[src/rtl/sigan_multi.sv]
// sigan_multi: multi-channel signature analyser.
// Each of CHANNELS data streams is compressed into a WIDTH-bit LFSR signature
// over a window that is opened by a start sample and closed by a stop sample.
// All channels share the window.
// Optional feature macro: SIGAN_HOLD_EN adds a hold_i port. When hold_i is high
// on the DONE entry, that capture is suppressed.
// Capture timing: the capture registers load on the same edge that moves the
// FSM into DONE. valid_o is therefore high during the DONE entry cycle.
// Counter overflow: count_ovf is set when a sample arrives while the window
// counter is already all-ones. The counter saturates and never wraps.
module sigan_multi #(
  parameter int               CHANNELS = 4,
  parameter int               WIDTH    = 16,
  parameter logic [WIDTH-1:0] POLY     = 16'h8940,
  parameter int               CNT_W    = 24
) (
  input  logic                      clk,
  input  logic                      reset_h,
  input  logic                      sample_en_i,
  input  logic                      start_i,
  input  logic                      stop_i,
  input  logic [CHANNELS-1:0]       data_i,
  input  logic                      arm_i,
  input  logic                      cont_i,
`ifdef SIGAN_HOLD_EN
  input  logic                      hold_i,
`endif
  output logic [CHANNELS*WIDTH-1:0] signature_o,
  output logic [CNT_W-1:0]          bit_count_o,
  output logic                      count_ovf_o,
  output logic [CHANNELS-1:0]       unstable_o,
  output logic                      valid_o,
  output logic                      gate_o
);

  typedef enum logic [1:0] {IDLE, ARMED, RUN, DONE} state_e;

  state_e                            state_q, state_d;
  logic [CHANNELS-1:0][WIDTH-1:0]    lfsr_q, lfsr_d;
  logic [CNT_W-1:0]                  cnt_q, cnt_d;
  logic                              ovf_q, ovf_d;
  logic [CHANNELS-1:0][WIDTH-1:0]    sig_q;
  logic [CNT_W-1:0]                  bcnt_q;
  logic                              covf_q;
  logic [CHANNELS-1:0]               unst_q, unst_d;
  logic                              valid_q;
  logic                              prev_valid_q;
  logic                              load;
  logic                              shift;
  logic                              capture;

  // Window control: next state, plus the clear/shift strobes for the datapath.
  always_comb begin
    // NOTE: every output of a combinational block gets a default first, so no path leaves it unassigned and a latch is never inferred.
    state_d = state_q;
    load    = 1'b0;
    shift   = 1'b0;
    unique case (state_q)
      IDLE: begin
        if (arm_i) state_d = ARMED;
      end
      ARMED: begin
        if (!arm_i) begin
          state_d = IDLE;
        end else if (sample_en_i && start_i) begin
          load = 1'b1;
          if (stop_i) begin
            state_d = DONE;            // zero-length window
          end else begin
            state_d = RUN;
            shift   = 1'b1;            // start sample is the first bit shifted
          end
        end
      end
      RUN: begin
        if (sample_en_i) begin
          if (stop_i) state_d = DONE;  // stop sample is not shifted
          else        shift   = 1'b1;
        end
      end
      DONE: begin
        if (cont_i)      state_d = ARMED;
        else if (!arm_i) state_d = IDLE;
      end
      default: state_d = IDLE;
    endcase
  end

  // Capture happens once, on the edge that enters DONE, unless held off.
`ifdef SIGAN_HOLD_EN
  assign capture = (state_d == DONE) && (state_q != DONE) && !hold_i;
`else
  assign capture = (state_d == DONE) && (state_q != DONE);
`endif

  // LFSR and window-counter next state; a window start clears both before the first shift.
  always_comb begin
    lfsr_d = lfsr_q;
    cnt_d  = cnt_q;
    ovf_d  = ovf_q;
    if (load) begin
      lfsr_d = '0;
      cnt_d  = '0;
      ovf_d  = 1'b0;
    end
    if (shift) begin
      for (int n = 0; n < CHANNELS; n++) begin
        lfsr_d[n] = {lfsr_d[n][WIDTH-2:0], data_i[n] ^ (^(lfsr_d[n] & POLY))};
      end
      if (&cnt_d) ovf_d = 1'b1;
      else        cnt_d = cnt_d + CNT_W'(1);
    end
  end

  // Stability: compare each new signature against the last one captured.
  always_comb begin
    unst_d = '0;
    for (int n = 0; n < CHANNELS; n++) begin
      unst_d[n] = prev_valid_q & (lfsr_d[n] != sig_q[n]);
    end
  end

  // FSM state, LFSRs and window counter.
  always_ff @(posedge clk or posedge reset_h) begin
    if (reset_h) begin
      // NOTE: sequential state uses non-blocking assignments so every register samples pre-edge values.
      state_q <= IDLE;
      lfsr_q  <= '0;
      cnt_q   <= '0;
      ovf_q   <= 1'b0;
    end else begin
      state_q <= state_d;
      lfsr_q  <= lfsr_d;
      cnt_q   <= cnt_d;
      ovf_q   <= ovf_d;
    end
  end

  // Capture registers and the one-cycle valid pulse.
  always_ff @(posedge clk or posedge reset_h) begin
    if (reset_h) begin
      // NOTE: the signature store is a few registers, not a RAM, so it is reset along with everything else.
      sig_q        <= '0;
      bcnt_q       <= '0;
      covf_q       <= 1'b0;
      unst_q       <= '0;
      valid_q      <= 1'b0;
      prev_valid_q <= 1'b0;
    end else begin
      valid_q <= capture;
      if (capture) begin
        sig_q        <= lfsr_d;
        bcnt_q       <= cnt_d;
        covf_q       <= ovf_d;
        unst_q       <= unst_d;
        prev_valid_q <= 1'b1;
      end
    end
  end

  assign signature_o = sig_q;
  assign bit_count_o = bcnt_q;
  assign count_ovf_o = covf_q;
  assign unstable_o  = unst_q;
  assign valid_o     = valid_q;
  assign gate_o      = (state_q == RUN);

endmodule

[config.mk]
export PLATFORM = sky130hd
export DESIGN_NAME = sigan_multi
export DESIGN_NICKNAME = d
export VERILOG_FILES = /design/src/rtl/sigan_multi.sv
export SDC_FILE = /design/constraint.sdc
export NUM_CORES = 1
export LEC_CHECK = 0
export BUFFER_PORTS_ARGS = -buffer_cell sky130_fd_sc_hd__buf_2
export CORE_MARGIN = 5
export CORE_UTILIZATION = 43
export DETAILED_ROUTE_END_ITERATION = 10
export SYNTH_ARGS = -nofsm -noshare
export SYNTH_HDL_FRONTEND = slang
export SYNTH_SLANG_ARGS = --single-unit
[constraint.sdc]
create_clock -name clk -period 7.8 [get_ports clk]
set_clock_uncertainty 0.05 [all_clocks]
set_input_delay 0.78 -clock clk [delete_from_list [all_inputs] [get_ports clk]]
set_output_delay 0.78 -clock clk [all_outputs]
set_load 0.05 [all_outputs]
# Word level (Yosys, flattened, before mapping)
# Index checks and enable logic that the tools add are counted.
# op_classes
order_cmp	0
mul	0
reduce_logical	8
eq_ne	9
n_addsub	1
shift	0
mux	25
n_bitwise	8
div	0
# op_table
operator	count
$mux W64	2
$mux W24	3
$ne A16 B16 Y1	4
$reduce_xor A16 Y1	4
$add A24 B1 Y24 const B	1
$reduce_and A24 Y1	1
$mux W2	7
$mux W1	11
$pmux W2 S4	1
$eq A2 B2 Y1 const B	3
$and A1 B1 Y1	4
$xor A1 B1 Y1	4
$eq A2 B1 Y1 const B	1
$logic_and A1 B1 Y1	2
$logic_not A2 Y1	1
$ne A2 B2 Y1 const B	1
$pmux W1 S2	1
# totals
register_bits	186
input_bits	11
mem_bits_ro	0
ramBits	0
n_memories	0
latch_bits	0
output_inout_bits	95
word_cells	67

# Longest topological paths before layout
# depth
word_depth	10
ltp_mapped	15
depth_no_buf	13

# Worst setup path after synthesis
# OpenSTA, ideal clock, no wires.
# synth_timing
kind	input to register
from	input sample_en_i
to	register bcnt_q[18], in the netlist bit_count_o[18]
cell_stages	13
required_ns	7.625
n_path_buf	2
arrival_time_ns	3.461
slack_ns	4.165
setup_time_ns	0.125
cell_sequence	nand4_1 clkbuf_1 clkbuf_1 nand2_1 inv_1 ha_1 inv_1 or3_1 or4b_4 nor3_2 xnor2_1 nor2_1 mux2_2
# synth_between
elab_chain_cells	8
elab_cells_between_ends	19
classes_between	add/sub: 1; eq/ne: 1; mux: 14; reduce/logical: 3
# synth_lines
item	line	rtl
from (decl)	19	input logic sample_en_i,
$logic_and A1 B1 Y1	65	end else if (sample_en_i && start_i) begin
$mux W1	65	
$mux W1	63	if (!arm_i) begin
$mux W1	58	unique case (state_q)
$mux W24	101	if (load) begin
$add A24 B1 Y24 / $reduce_and A24 Y1 (equally long branches)	111, 110	
$mux W24	110	if (&cnt_d) ovf_d = 1'b1;
$mux W24 (*)	106	if (shift) begin
named net cnt_d[18]	40	logic [CNT_W-1:0] cnt_q, cnt_d;
to (signal assigned)	153	bcnt_q <= cnt_d;
to (decl)	43	logic [CNT_W-1:0] bcnt_q;
# Mark *: on every way through the listed nets, which the timed path passes. The rest lies on a longest branch.
# A chain may end at the register's enable or synchronous reset.

# Worst setup path in the final report
# layout_timing
from	register state_q[0]
to	register unst_q[0], in the netlist unstable_o[0]
# layout_between
elab_chain_cells	8
elab_cells_between_ends	23
classes_between	eq/ne: 6; mux: 12; bitwise: 2; reduce/logical: 3
# layout_lines
item	line	rtl
from (decl)	38	state_e state_q, state_d;
from (signal assigned)	132	state_q <= state_d;
$eq A2 B1 Y1	58	
$mux W1	58	
$mux W64	101	
$reduce_xor A16 Y1	108	lfsr_d[n] = {lfsr_d[n][WIDTH-2:0], data_i[n] ^ (^(lfsr_d[n] & POLY))};
$xor A1 B1 Y1	108	
$mux W64	106	
$ne A16 B16 Y1	119	unst_d[n] = prev_valid_q & (lfsr_d[n] != sig_q[n]);
$and A1 B1 Y1	119	
to (signal assigned)	155	unst_q <= unst_d;
to (decl)	45	logic [CHANNELS-1:0] unst_q, unst_d;
# Several ways; a longest one is shown, not always the timed one.

==> results.sh <==
export IMPL_period_share_pct=59.4
export IMPL_floorplan_rows=55
export IMPL_p_leak_uw=0.00508
export IMPL_finalHoldViolCount=0
export IMPL_final_design_area_no_fill_sq_um=11200
export IMPL_cap_violations=0
export IMPL_endpoint_kind="flip-flop"
export IMPL_portBuffers=105
export IMPL_dr_pass1_iters=6
export IMPL_synthArstFlopShare_pct=100
export IMPL_tightest_slew_ns=1.03
export IMPL_hpwl_mm=19.4
export IMPL_vias_per_cell=5.79
export IMPL_antenna_found_initial=0
export IMPL_synth_top_area_share_pct=47.0
export IMPL_slew_headroom_pct=31.3
export IMPL_worst_skew_pair_late_latency_ns=0.44
export IMPL_area_growth_pct=13.1
export IMPL_synth_common_cells="nand2_1, dfrtp_1, a21oi_1"
export IMPL_fillers=2194
export IMPL_dp_slack_ns=2.96
export IMPL_diodes=0
export IMPL_path_cells="inv_1, ha_1, and2_1, a221o_1, a31oi_1, a211o_1, or3_2, buf_4, clkinv_2, buf_4, and2_1, a22o_1"
export IMPL_clock_sinks=186
export IMPL_setup_tns_ns=0
export IMPL_avgSynthCellArea_sq_um=8.54
export IMPL_crit_family="buffers and inverters"
export IMPL_synth_main_ff_cell="dfrtp_1"
export IMPL_grt_max_degree=144
export IMPL_yosysTopAreaCell="dfrtp_1"
export IMPL_grt_setup_unrepaired="false"
export IMPL_synthCells=1159
export IMPL_dieHeight_um=162
export IMPL_drive_gt1_share_pct=14.1
export IMPL_num_vias=8866
export IMPL_drtAntennaViolNets=0
export IMPL_synth_edff_count=0
export IMPL_ys_warn_count=0
export IMPL_synthesis_nets=1175
export IMPL_hold_path_class="primary input to async pin"
export IMPL_r2r_slack_ns=3.17
export IMPL_io_pins=106
export IMPL_peakVddDrop_mv=0.147
export IMPL_synth_area_leaders="dfrtp_1, nand2_1, a21oi_1"
export IMPL_min_period_ns=4.63
export IMPL_cp_start_kind="flip-flop"
export IMPL_chipWidth_um=162
export IMPL_cts_max_path_buffers=2
export IMPL_power_density_nw_per_um2=295
export IMPL_grt_pass1_vias=8830
export IMPL_core_sq_um=22600
export IMPL_cts_made_buffers=17
export IMPL_final_max_slew_viol_count=0
export IMPL_path_max_fanout=53
export IMPL_required_ns=8.07
export IMPL_max_stage_delay_ns=0.83
export IMPL_ys_ff_latch=186
export IMPL_outcome="finished, final reports clean"
export IMPL_fmax_mhz=216
export IMPL_post_cts_buffers=0
export IMPL_setup_slack_ns=3.17
export IMPL_cts_tree="built"
export IMPL_holdBufCountCts=0
export IMPL_initialDrtViolationCount=758
export IMPL_path_buf_inv=4
export IMPL_routed_wl_mm=29.5
export IMPL_grt_first_pass_wirelength_mm=47.6
export IMPL_htree_levels=4
export IMPL_cts_repair_resized=0
export IMPL_yosysUniqueCellTypes=68
export IMPL_place_inst=1498
export IMPL_overflow=0
export IMPL_clk_pin_slew_ns=0.08
export IMPL_start_util_pct=43.7
export IMPL_final_cells=1530
export IMPL_placed_cell_area_sq_um=10600
export IMPL_cts_root_buf="clkbuf_16"
export IMPL_track_usage_pct=22.6
export IMPL_wl_per_cell_um=19.3
export IMPL_criticalPathCategory="flip-flop to flip-flop"
export IMPL_crit_arrival_ns=4.91
export IMPL_critical_path_slowest_cell="clkinv_2"
export IMPL_setup_viol=0
export IMPL_drc=0
export IMPL_nets=1248
export IMPL_synth_yosys_seq_area_share_pct=47.0
export IMPL_place_congestion=0.929
export IMPL_dieArea_sq_um=26200
export IMPL_synth_most_common_cell="nand2_1"
export IMPL_syn_area_sq_um=9900
-- placed cells by master, fill, tap and decap left out, types with 7 or more instances in the layout --
| master | synthesis | final |
|---|---|---|
| nor3_1 | 16 | 16 |
| o21ai_0 | 74 | 74 |
| a222oi_1 | 10 | 10 |
| nor2b_1 | 18 | 18 |
| xnor2_1 | 22 | 22 |
| buf_4 | 10 | 14 |
| nand2b_1 | 22 | 22 |
| buf_2 | 5 | 105 |
| nand4_1 | 14 | 14 |
| nor4_1 | 14 | 14 |
| xor2_1 | 16 | 16 |
| clkbuf_16 | 0 | 17 |
| dfrtp_1 | 186 | 186 |
| o221ai_1 | 7 | 7 |
| o31ai_1 | 7 | 7 |
| o22ai_1 | 29 | 29 |
| nand3_1 | 14 | 14 |
| a22o_1 | 7 | 7 |
| nor2_1 | 57 | 57 |
| a22oi_1 | 9 | 9 |
| inv_1 | 77 | 76 |
| mux2_2 | 10 | 10 |
| mux2i_1 | 11 | 11 |
| a21oi_1 | 89 | 88 |
| a31oi_1 | 9 | 9 |
| o2bb2ai_1 | 14 | 14 |
| nand2_1 | 278 | 278 |
-- layout make-up --
| cell class | instances | area (sq um) | share of cell area [%] |
|---|---|---|---|
| clock buffers | 18 | 439 | 3.92 |
| clock inverters | 14 | 133 | 1.18 |
| inverters | 78 | 302 | 2.69 |
| multi-input cells | 830 | 4680 | 41.8 |
| flip-flops and latches | 186 | 4650 | 41.6 |
| well taps | 285 | 357 | 3.19 |
| repair buffers | 119 | 631 | 5.63 |
-- cells by family after synthesis --
family	count (synthesis)	share of synthesized area (%)
AND/OR/NAND/NOR	460	20.9
adder cells (fa/ha/maj)	5	0.632
multiplexers	23	2.48
buffers and inverters	143	5.94
XOR/XNOR	38	3.36
flip-flops	186	47.0
AO/OA/AOI/OAI	304	19.7
-- metrics by stage --
stage	total power, uW	hold WS (ns)	util [%]
global route	3460	0.465	49.4
CTS	3320	0.440	49.4
detailed placement	2460	0.420	46.9
floorplan	2120	0.419	-
finish	3300	0.434	49.4
global placement	2460	0.417	46.9
-- final timing paths --
path | endpoint | from | cells past startpoint
worst max-delay path | unstable_o[0]$_DFFE_PP0P_ | state_q[0]$_DFF_PP0_ | 12
worst min register to register | bit_count_o[3]$_DFFE_PP0P_ | bit_count_o[3]$_DFFE_PP0P_ | 1
worst min-delay path | bit_count_o[16]$_DFFE_PP0P_ | reset_h | 2
max in group asynchronous | lfsr_q[49]$_DFF_PP0_ | reset_h | 3
min in group clk | bit_count_o[3]$_DFFE_PP0P_ | bit_count_o[3]$_DFFE_PP0P_ | 1
worst max register to register | unstable_o[0]$_DFFE_PP0P_ | state_q[0]$_DFF_PP0_ | 12
-- flip-flops by register name, summed over array words and instances, names as in the netlist --
signal,count
count_ovf_o,1
signature_o,64
prev_valid_q,1
unstable_o,4
cnt_q,24
bit_count_o,24
state_q,2
ovf_q,1
lfsr_q,64
valid_o,1
-- layer usage --
metal  vias up  part of all wire, %  global-route usage, %
li1       4198                    -                      -
met1      4309                   44                   30.1
met2       299                   48                   37.7
met3        60                  5.4                   3.60
met4         0                  2.5                   7.77
met5         -                    0                      0
-- power by group --
group          internal (uW)  switching, uW  total (uW)  leakage (uW)
combinational            310            872        1180       0.00227
sequential              1100            172        1270       0.00253
clock                    430            418         848      0.000275
total                   1840           1460        3300       0.00508
No activity file was read; power rests on OpenSTA's default activity.
